### config.mk
export PLATFORM = sky130hd
export DESIGN_NAME = pwm_ramp_ctrl
export DESIGN_NICKNAME = d
export VERILOG_FILES = /design/src/rtl/pwm_ramp_ctrl.sv
export SDC_FILE = /design/constraint.sdc
export NUM_CORES = 1
export LEC_CHECK = 0
export ABC_AREA = 1
export CELL_PAD_IN_SITES_DETAIL_PLACEMENT = 1
export CELL_PAD_IN_SITES_GLOBAL_PLACEMENT = 1
export CORE_ASPECT_RATIO = 0.7
export CORE_MARGIN = 1.5
export CORE_UTILIZATION = 42
export CTS_CLUSTER_DIAMETER = 200
export DETAILED_ROUTE_END_ITERATION = 10
export GPL_TIMING_DRIVEN = 1
export PLACE_DENSITY_LB_ADDON = 0.2
export SETUP_SLACK_MARGIN = 0.15
export SYNTH_ARGS = -nofsm -noshare
export SYNTH_HDL_FRONTEND = slang
export SYNTH_SLANG_ARGS = --single-unit
export TNS_END_PERCENT = 30
### constraint.sdc
create_clock -name clk -period 2.9 [get_ports clk]
set_input_delay 0.58 -clock clk [delete_from_list [all_inputs] [get_ports clk]]
set_output_delay 0.58 -clock clk [all_outputs]
set_load 0.03 [all_outputs]
### src/rtl/pwm_ramp_ctrl.sv
// Soft-start/soft-stop PWM controller: owns the period counter and steps the live
// duty one count toward the accepted target every STEP_PERIODS PWM periods.
module pwm_ramp_ctrl #(
  parameter int PERIOD       = 10,
  parameter int DUTY_W       = 4,
  parameter int STEP_PERIODS = 4
) (
  input  logic              clk,
  input  logic              rst,
  input  logic              en,
  input  logic              tgt_valid,
  input  logic [DUTY_W-1:0] tgt_duty,
  output logic              tgt_ready,
  output logic [DUTY_W-1:0] duty,
  output logic              pwm_out,
  output logic              busy,
  output logic              done
);

  typedef enum logic [1:0] {IDLE, RAMP, HOLD, STOP} state_t;

  localparam int STEP_W = (STEP_PERIODS > 1) ? $clog2(STEP_PERIODS) : 1;
  localparam logic [DUTY_W-1:0] PERIOD_V  = DUTY_W'(PERIOD);
  localparam logic [DUTY_W-1:0] LAST_CNT  = DUTY_W'(PERIOD - 1);
  localparam logic [STEP_W-1:0] LAST_STEP = STEP_W'(STEP_PERIODS - 1);

  state_t            state_q, state_d;
  logic [DUTY_W-1:0] cnt_q, cnt_d;
  logic [DUTY_W-1:0] duty_q, duty_d;
  logic [DUTY_W-1:0] target_q, target_d;
  logic [STEP_W-1:0] step_q, step_d;
  logic              done_q, done_d;

  logic              period_end;
  logic              step_tick;
  logic              xfer;
  logic [DUTY_W-1:0] req_duty;

  assign period_end = (state_q != IDLE) && (cnt_q == LAST_CNT);
  assign step_tick  = period_end && (step_q == LAST_STEP);
  assign xfer       = tgt_valid && tgt_ready;
  assign req_duty   = (tgt_duty > PERIOD_V) ? PERIOD_V : tgt_duty;

  // NOTE: sequential state uses non-blocking assignments only, so every register
  // samples the pre-edge values computed by the combinational processes.
  always_ff @(posedge clk or posedge rst) begin
    if (rst) begin
      state_q  <= IDLE;
      cnt_q    <= '0;
      duty_q   <= '0;
      target_q <= '0;
      step_q   <= '0;
      done_q   <= 1'b0;
    end else begin
      state_q  <= state_d;
      cnt_q    <= cnt_d;
      duty_q   <= duty_d;
      target_q <= target_d;
      step_q   <= step_d;
      done_q   <= done_d;
    end
  end

  // NOTE: every variable gets a default before the case so no path leaves one
  // unassigned, which would infer a latch.
  always_comb begin
    state_d  = state_q;
    duty_d   = duty_q;
    done_d   = 1'b0;
    target_d = xfer ? req_duty : target_q;

    unique case (state_q)
      IDLE: begin
        duty_d = '0;
        if (en) begin
          if (target_d != '0) begin
            state_d = RAMP;
          end else begin
            state_d = HOLD;
            done_d  = 1'b1;
          end
        end
      end
      RAMP: begin
        // Dropping en wins over a step landing on the same edge.
        if (!en) begin
          state_d = STOP;
        end else if (step_tick) begin
          duty_d = (target_q > duty_q) ? duty_q + DUTY_W'(1) : duty_q - DUTY_W'(1);
          if (duty_d == target_q) begin
            state_d = HOLD;
            done_d  = 1'b1;
          end
        end
      end
      HOLD: begin
        if (!en) begin
          state_d = STOP;
        end else if (xfer) begin
          if (req_duty != duty_q) state_d = RAMP;
          else                    done_d  = 1'b1;
        end
      end
      STOP: begin
        if (duty_q == '0)   state_d = IDLE;
        else if (step_tick) duty_d  = duty_q - DUTY_W'(1);
      end
      default: state_d = IDLE;
    endcase

    if (state_q == IDLE || state_d == IDLE) cnt_d = '0;
    else if (period_end)                    cnt_d = '0;
    else                                    cnt_d = cnt_q + DUTY_W'(1);

    // The step timer restarts whenever a ramp or stop begins, even mid-period.
    if ((state_d == RAMP || state_d == STOP) && state_d != state_q) step_d = '0;
    else if (step_tick)                                             step_d = '0;
    else if (period_end)                                            step_d = step_q + STEP_W'(1);
    else                                                            step_d = step_q;
  end

  always_comb begin
    tgt_ready = (state_q == IDLE) || (state_q == HOLD);
    busy      = (state_q == RAMP) || (state_q == STOP);
    pwm_out   = (state_q != IDLE) && (cnt_q < duty_q);
    duty      = duty_q;
    done      = done_q;
  end

endmodule

== Yosys cells after proc, flatten, opt, wreduce, memory -nomap -nowiden ==
Index checks and enable logic that the tools add are counted.
W data, S select, Z words.
Word-level totals
  output and inout port bits: 8
  bits in registers: 17
Operators by class
  reduce and logical (&&, ||, !) cells: 17
  magnitude comparators: 3
  $add $sub $neg: 4
  muxes and demuxes: 32
  eq/ne operators: 14
Operator list (number)
  $mux W4: 9
  $mux W2: 12
  $pmux W4 S3: 1
  $add A4 B1 Y4 const B: 2
  $eq A2 B2 Y1 const B: 4
  $mux W1: 8
  $ne A2 B2 Y1 const B: 4
  $pmux W2 S4: 1
  $reduce_bool A3 Y1: 2
  $logic_and A1 B1 Y1: 5
  $reduce_and A5 Y1: 1
  $eq A2 B1 Y1 const B: 2
  $eq A4 B4 Y1: 1
  $eq A4 B4 Y1 const B: 1
  $gt A4 B4 Y1: 1
  $gt A4 B4 Y1 const B: 1
  $logic_not A2 Y1: 2
  $logic_not A4 Y1: 1
  $logic_or A1 B1 Y1: 4
  $lt A4 B4 Y1: 1
  $ne A4 B4 Y1: 1
  $reduce_bool A4 Y1: 1
  $sub A4 B1 Y4 const B: 1
  $pmux W1 S3: 1
  other kinds (3): 3

== Longest topological paths before layout ==
Gate-level depths: netlist (run 1).
  depth in word-level cells: 12
  depth in mapped cells: 18
  mapped depth without buffers: 18

== Least setup slack after synthesis (run 1) ==
OpenSTA, ideal clock, no wires.
  path kind: flip-flop to output port
  start point: register duty_q[1], in the netlist duty[1]
  end point: output pwm_out
  slack: -0.524 ns
  buffers on the path: 0
  cell stages (with the launch flop): 6
  arrival time: 2.844 ns
  cell sequence: dfrtp_1 inv_1 ha_1 o21a_1 o211a_1 a2111oi_0
Between the ends
  word-level cells in the longest chain between the ends: 2
RTL lines
  start, declared: line 29  | logic [DUTY_W-1:0] duty_q, duty_d;
  start signal, assigned: line 57  | duty_q <= duty_d;
  $lt A4 B4 Y1: line 125  | pwm_out = (state_q != IDLE) && (cnt_q < duty_q);
  $logic_and A1 B1 Y1: line 125
  end, declared: line 15  | output logic pwm_out,
Every way passes these cells.

== Final worst setup path (run 1) ==
  start point: register state_q[1]
  end point: output busy
Between the ends
  word-level cells in the longest chain between the ends: 2
  elaborated cells on any way between the ends: 3
  those cells by class: eq/ne: 2; reduce/logical: 1
RTL lines
  start, declared: line 27  | state_t state_q, state_d;
  start signal, assigned: line 55  | state_q <= state_d;
  $eq A2 B1 Y1 or $eq A2 B2 Y1 (tied branches): line 124  | busy = (state_q == RAMP) || (state_q == STOP);
  $logic_or A1 B1 Y1 (*): line 124
  end, declared: line 16  | output logic busy,
Mark *: on every way between the ends. The rest lies on a longest branch, timed or not.

==> summary.txt, run 1 <==
Outcome
  • Outcome: complete, no violations

Setup path
  • Crit path max fanout: 7
  • Worst stage delay on the critical path: 0.68 ns
  • Cell with the most instances on the worst path: inv_1
  • Required time at the endpoint of the critical path: 2.32 ns
  • Critical Setup Path Class: reg2out
  • Ordered list of cells on the worst path: inv_1, ha_1, inv_1, nand2_1, clkdlybuf4s50_1
  • Worst endpoint data arrival time: 2.15 ns
  • Slowest library cell on the worst path: clkdlybuf4s50_1
  • Endpoint type of the worst setup path: output pin
  • Startpoint kind of the worst setup timing path: flip-flop

STA
  • Clock period minus worst slack: 2.73 ns
  • Unrepaired setup endpoints after global routing: true
  • Final count of hold timing violations: 0
  • Worst relative slew slack: 52.9%
  • Part of the cycle the worst path needs: 94.3%
  • Final Slew Violations: 0
  • Top achievable clock speed: 366 MHz
  • Worst slew pin tran: 0.706 ns
  • Hold slack final: 0.532 ns
  • Post-Route Setup TNS: 0 ns
  • Worst Clk Skew: 0.00774 ns
  • Number of endpoints failing setup at the final stage: 0

GRT
  • Total overflow reported by the global router: 0
  • Total Routing Usage GR: 22.2%
  • Number of global-route vias before repair: 1444
  • Largest net degree at the start of global routing: 18
  • Wire length of the first global-routing pass: 7.04 mm
  • Antenna violations before repair: 0

Floorplanning
  • Placeable core area: 3580 um^2
  • Overall die height: 54.5 um
  • IO Pins: 16
  • Initial core utilization: 44.4%
  • Area of the die: 4170 um^2
  • Die width: 76.5 um
  • Number of standard-cell rows in the floorplan: 18

Clocking
  • Buffer type at the clock tree root: clkbuf_8
  • CTS tree: yes
  • Number of buffers inserted to repair setup after CTS: 0
  • Sinks on the clock net: 17
  • Max H-tree Level: 1
  • Clock insertion delay at the later pin of the skew report: 0.26 ns
  • Clock-pin slew reported for the worst setup and hold paths after clock tree synthesis: 0.08 ns
  • Max Root-Sink Buffers: 2
  • Num CTS Buffers: 3

Detailed routing
  • Wire per inst: 15.5 um
  • Routed wire length: 4.34 mm
  • DRC violations left: 0
  • First DRT Iteration DRCs: 42
  • Count of antenna-violating nets left after detailed routing: 0
  • Routed vias: 1487
  • Drt via density: 5.33
  • 1st-pass router iterations: 4

Placement
  • Final weighted congestion in routability-driven placement: 0.860
  • Detailed placer's ending HPWL: 3.55 mm
  • Count of input and output buffers: 15

Synth
  • Synthesized area: 1590 um^2
  • Count of distinct cell types in the synthesized netlist: 39
  • Share of synthesized area occupied by flip-flops and latches: 26.8%
  • Mean cell area of the mapped netlist: 7.75 um^2
  • Number of warnings reported in the yosys synthesis log: 0
  • Synthesized netlist cell count: 205
  • Synthesized Nets: 230
  • FF+latch count, synth: 17

Final layout
  • Layout cells sized above 1: 19.7%
  • Layout Area Growth over Synthesis: 19.1%
  • Total inserted antenna cells: 0
  • # nets final: 255
  • Number of filler instances in the final layout: 452

Run
  • Number of violations of the max-capacitance limit: 0

Power
  • Leak pwr: 0.922 nW
  • Power density over the cells: 237 nW/um^2
  • IR Drop Worst-Case VDD: 189 uV

Min path
  • Hold/Removal Path Class: reg2reg
-- worst paths after layout --
check	end	start	depth (start not counted)	slack (ns)
max	busy	state_q[1]	5	0.17
min	cnt_q[0]	cnt_q[0]	1	0.53
max reg2reg	cnt_q[3]	state_q[1]	15	0.44
min reg2reg	cnt_q[0]	cnt_q[0]	1	0.53
max in group asynchronous	state_q[0]	rst	2	1.71
min in group asynchronous	cnt_q[2]	rst	2	0.73
-- cell usage after synthesis --
| master | number | area [um^2] |
|---|---|---|
| nand2_1 | 31 | 116 |
| inv_1 | 27 | 101 |
| nand3_1 | 25 | 125 |
| dfrtp_1 | 17 | 425 |
| ha_1 | 17 | 213 |
| nor2_1 | 14 | 52.6 |
| a21oi_1 | 10 | 50.1 |
| nand2_2 | 6 | 37.5 |
| inv_2 | 5 | 18.8 |
| a21oi_2 | 4 | 35.0 |
| nand2_4 | 4 | 45.0 |
| nand3_2 | 4 | 40.0 |
| nand4_1 | 4 | 25.0 |
| nor2_2 | 4 | 25.0 |
| a22oi_1 | 3 | 22.5 |
| o21ai_2 | 3 | 26.3 |
| xnor2_1 | 3 | 26.3 |
| xor2_1 | 3 | 26.3 |
| a2111oi_0 | 1 | 8.76 |
| a21o_1 | 1 | 7.51 |
| a31oi_1 | 1 | 6.26 |
| and2_1 | 1 | 6.26 |
| and3_1 | 1 | 6.26 |
| buf_4 | 1 | 7.51 |
| clkinv_2 | 1 | 5.00 |
| mux2i_1 | 1 | 10.0 |
| nand3_4 | 1 | 17.5 |
| nand3b_1 | 1 | 7.51 |
| nor2_4 | 1 | 11.3 |
| nor3_1 | 1 | 5.00 |
| o211a_1 | 1 | 10.0 |
| o211ai_1 | 1 | 7.51 |
| o211ai_2 | 1 | 12.5 |
| o21a_1 | 1 | 7.51 |
| o21ai_0 | 1 | 5.00 |
| o21ai_1 | 1 | 5.00 |
| o22ai_1 | 1 | 6.26 |
| o311ai_1 | 1 | 8.76 |
| xor2_2 | 1 | 16.3 |
-- through the flow --
stage,worst slack [ns],cell area [um^2],total power [mW],std cells,utilization [%]
2_1_floorplan,0.295,1600,0.250,205,-
3_3_place_gp,0.372,1850,0.265,275,51.5
3_5_place_dp,0.232,1850,0.266,275,51.5
4_1_cts,0.145,1890,0.454,279,52.8
5_1_grt,0.0660,1890,0.462,279,52.8
6_report,0.166,1890,0.449,279,52.8
-- power breakdown --
part           total (mW)  internal (mW)  switching, mW  leakage [nW]
Sequential          0.237          0.237              0         0.192
Clock               0.188         0.0978         0.0903        0.0228
Combinational      0.0239         0.0105         0.0134         0.707
-- cells in the final DEF (no fill, tap or decap), types with 3 or more instances in the layout --
master           instances
xnor2_1                  3
clkdlybuf4s50_1         13
nand3_1                 25
a21oi_1                 10
nand2_2                  6
o21ai_2                  3
inv_2                    5
a22oi_1                  3
nand4_1                  4
inv_1                   27
nand2_4                  4
xor2_1                   3
clkbuf_8                 3
nor2_1                  14
nand2_1                 31
nand3_2                  4
buf_4                    6
a21oi_2                  4
nor2_2                   4
dfrtp_1                 17
ha_1                    17
-- what timing repair did --
action                     in CTS  in global routing
resized for setup               1                  1
pin swaps                       0                  0
hold buffers                    0                  0
setup endpoints to repair       2                  3
-- registers in the layout (all words and copies together), names as in the netlist --
register / cells
duty: 4
done: 1
step_q: 2
cnt_q: 4
target_q: 4
state_q: 2
-- cell type report --
cell class / instances / area [um^2] / area share, %
clock buffers: 4 / 45.0 / 2.38
repair buffers: 21 / 196 / 10.4
flip-flops and latches: 17 / 425 / 22.5
inverters: 33 / 125 / 6.61
multi-input cells: 154 / 1040 / 54.8
well taps: 50 / 62.6 / 3.31
-- critical path: cells and delay by family, from the launching register on --
kind          cells  cell delay, ns
buf+inv           3            0.97
flops             1            0.48
simple gates      1            0.12
fa+ha+maj         1            0.32
-- layer usage --
layer	routed length [um]	global-route usage [%]	share of wire (%)	vias to the layer above
li1	-	-	-	740
met1	2160	30.3	50	719
met2	2000	37.9	46	26
met3	163	4.33	3.8	2
met4	12	3.40	0.28	0
met5	0	0	0	-
-- cell families after synthesis --
group	Yosys count	share of synthesized area (%)
AO/OA/AOI/OAI	31	13.8
adder cells (fa/ha/maj)	17	13.4
XOR/XNOR	7	4.33
flip-flops	17	26.8
AND/OR/NAND/NOR	98	32.8
buffers and inverters	34	8.35
multiplexers	1	0.630
(Power assumes the default switching activity.)
==> run 2: changes to the inputs <==
--- a/config.mk
+++ b/config.mk
@@ -15,6 +15,7 @@
 export DETAILED_ROUTE_END_ITERATION = 10
 export GPL_TIMING_DRIVEN = 1
 export PLACE_DENSITY_LB_ADDON = 0.2
+export RECOVER_POWER = 100
 export SETUP_SLACK_MARGIN = 0.15
 export SYNTH_ARGS = -nofsm -noshare
 export SYNTH_HDL_FRONTEND = slang
==> run 2 against run 1 <==
  * Critical path depth unchanged
  * Die area unchanged
  * Critical path type unchanged
  * Count of clock-buffer cells in the layout unchanged
  * Maximum frequency is 0.31% higher
  * Clock skew fell by 0.0022 ns
  * Worst setup slack better by 0.0084 ns
  * Via count shrank 0.34%
  * Sequential cell count unchanged
  * Clock power barely moved
  * Non-clock buffer count unchanged
  * Global-route usage is the same
  * First-iteration DRC count decreased by 4.8%
  * Highest routed layer unchanged
==> summary.txt, run 2 (same netlist as run 1, synthesis figures left out) <==
Outcome
  • Outcome: complete, no violations

Detailed routing
  • Routed vias: 1482 (-0.34%)
  • Drt via density: 5.31 (-0.34%)
  • Count of antenna-violating nets left after detailed routing: 0 (unchanged)
  • First DRT Iteration DRCs: 40 (-4.8%)
  • DRC violations left: 0 (unchanged)
  • 1st-pass router iterations: 4 (unchanged)
  • Routed wire length: 4.31 mm (-0.53%)
  • Wire per inst: 15.5 um (-0.53%)

Setup path
  • Cell count of the worst reg-to-reg path: 15 (unchanged)
  • Crit path max fanout: 7 (unchanged)
  • Critical Setup Path Class: reg2out
  • Flop2flop setup slack: 0.28 ns (-0.16 ns)
  • Startpoint kind of the worst setup timing path: flip-flop
  • Worst reg2reg path endpoint: cnt_q[0]
  • Required time at the endpoint of the critical path: 2.32 ns (about the same)
  • Worst endpoint data arrival time: 2.15 ns (about the same)
  • Endpoint type of the worst setup path: output pin
  • Startpoint of the worst register-to-register path: state_q[1]

STA
  • Final count of hold timing violations: 0 (unchanged)
  • Worst relative slew slack: 54.6% (+1.7 points)
  • Worst Clk Skew: 0.00558 ns (-0.00216 ns)
  • Final Slew Violations: 0 (unchanged)
  • Unrepaired setup endpoints after global routing: true
  • Part of the cycle the worst path needs: 94.0% (-0.29 points)
  • Worst slew pin tran: 0.681 ns (-0.0253 ns)
  • Number of endpoints failing setup at the final stage: 0 (unchanged)
  • Post-Route Setup TNS: 0 ns (unchanged)
  • Top achievable clock speed: 367 MHz (+0.31%)
  • Clock period minus worst slack: 2.73 ns (-0.00840 ns)

Final layout
  • # nets final: 255 (unchanged)
  • Total inserted antenna cells: 0 (unchanged)
  • Number of filler instances in the final layout: 456 (+0.88%)
  • Layout cells sized above 1: 17.9% (-1.7 points)
  • Area of combinational cells with multiple inputs: 1020 um^2 (-1.2%)
  • Most frequent standard cell in the layout excluding fill and tap cells: nand2_1
  • Number of non-filler instances in the completed layout: 279 (unchanged)
  • Layout Area Growth over Synthesis: 17.7%
  • Storage cell area: 425 um^2 (unchanged)
  • Top library cells by usage in the layout, fill and taps aside: 31 x nand2_1, 28 x inv_1, 25 x nand3_1

Placement
  • Final weighted congestion in routability-driven placement: 0.860 (unchanged)
  • DP Cell Count: 275 (unchanged)
  • Detailed placer's ending HPWL: 3.55 mm (unchanged)
  • Count of input and output buffers: 15 (unchanged)

Floorplanning
  • Area of the die: 4170 um^2 (unchanged)
  • Number of standard-cell rows in the floorplan: 18 (unchanged)
  • Die width: 76.5 um (unchanged)
  • IO Pins: 16 (unchanged)
  • Placeable core area: 3580 um^2 (unchanged)
  • Overall die height: 54.5 um (unchanged)
  • Initial core utilization: 44.4% (unchanged)

GRT
  • Largest net degree at the start of global routing: 18 (unchanged)
  • Total Routing Usage GR: 22.2% (unchanged)
  • Number of global-route vias before repair: 1444 (unchanged)
  • Total overflow reported by the global router: 0 (unchanged)
  • Wire length of the first global-routing pass: 7.04 mm (unchanged)
  • Antenna violations before repair: 0 (unchanged)

Clocking
  • Max Root-Sink Buffers: 2 (unchanged)
  • Buffer type at the clock tree root: clkbuf_8
  • CTS tree: yes
  • Sinks on the clock net: 17 (unchanged)
  • Num CTS Buffers: 3 (unchanged)
  • Clock-pin slew reported for the worst setup and hold paths after clock tree synthesis: 0.07 ns (about the same)
  • Max H-tree Level: 1 (unchanged)
  • Clock insertion delay at the later pin of the skew report: 0.26 ns (about the same)

Min path
  • Hold/Removal Path Class: reg2reg
  • Worst Min Path Start: cnt_q[0]
  • Number of cells on the worst hold path: 1 (unchanged)
  • Hold-critical path endpoint: cnt_q[0]

Power
  • IR Drop Worst-Case VDD: 188 uV (-0.68%)
  • Leak pwr: 0.896 nW (-2.8%)
  • Power density over the cells: 238 nW/um^2 (+0.44%)

Run
  • Number of violations of the max-capacitance limit: 0 (unchanged)
## run 2: changes by cell type in the layout (fill, tap and decap cells not counted), sizes merged
| cell | before | now |
|---|---|---|
| clkdlybuf4s50 | 13 | 7 |
| dlygate4sd3 | 0 | 6 |
| clkbuf | 4 | 5 |
| dlymetal6s2s | 1 | 0 |
## run 2: how the worst max path moves through the flow
| stage | end | from | cells past startpoint |
|---|---|---|---|
| after global routing | cnt_q[1] | state_q[1] | 15 |
| after detailed placement | pwm_out | duty[1] | 6 |
| after global placement | pwm_out | duty[1] | 6 |
| after CTS | tgt_ready | state_q[1] | 6 |
| after floorplan | pwm_out | duty[1] | 5 |
| final | busy | state_q[1] | 5 |
## run 2: worst max-delay path, cell delays in order, from the launching register on
cell,delay (ns)
dfrtp_1,0.48
inv_1,0.17
ha_1,0.32
inv_1,0.12
nand2_1,0.12
clkdlybuf4s50_1,0.68
## run 2: report_power, final
| group | total (mW) | internal [mW] | switching (mW) |
|---|---|---|---|
| sequential | 0.237 | 0.237 | 0 |
| combinational | 0.0235 | 0.0102 | 0.0133 |
| clock | 0.185 | 0.0978 | 0.0876 |
| total | 0.446 | 0.345 | 0.101 |
## run 2: timing repair
| action | CTS | global route |
|---|---|---|
| setup buffers | 0 | 0 |
| setup endpoints to repair | 2 | 3 |
| hold buffers | 0 | 0 |
| gates resized for setup | 1 | 1 |
## run 2: metrics by stage
| step | power (mW) | hold slack, ns | setup slack [ns] | instance area, um^2 | utilization, % |
|---|---|---|---|---|---|
| after global placement | 0.265 | 0.512 | 0.372 | 1850 | 51.5 |
| after detailed placement | 0.266 | 0.514 | 0.232 | 1850 | 51.5 |
| after CTS | 0.454 | 0.529 | 0.145 | 1890 | 52.8 |
| final | 0.446 | 0.524 | 0.174 | 1870 | 52.2 |
| after floorplan | 0.250 | 0.475 | 0.295 | 1600 | - |
| after global routing | 0.462 | 0.529 | 0.0524 | 1870 | 52.2 |
## run 2: area by class of cell
type / instances / area share, %
Clock buffer: 4 / 2.41
Inverter: 33 / 6.69
Multi-Input combinational cell: 154 / 54.8
Sequential cell: 17 / 22.7
Tap cell: 50 / 3.34
Timing Repair Buffer: 21 / 10.0
## run 2: routing by layer
layer	vias up	share of wire, %	GRT usage, %
li1	740	-	-
met1	713	50	30.3
met2	27	45	37.9
met3	2	5.3	4.33
met4	0	0.28	3.40
met5	-	0	0
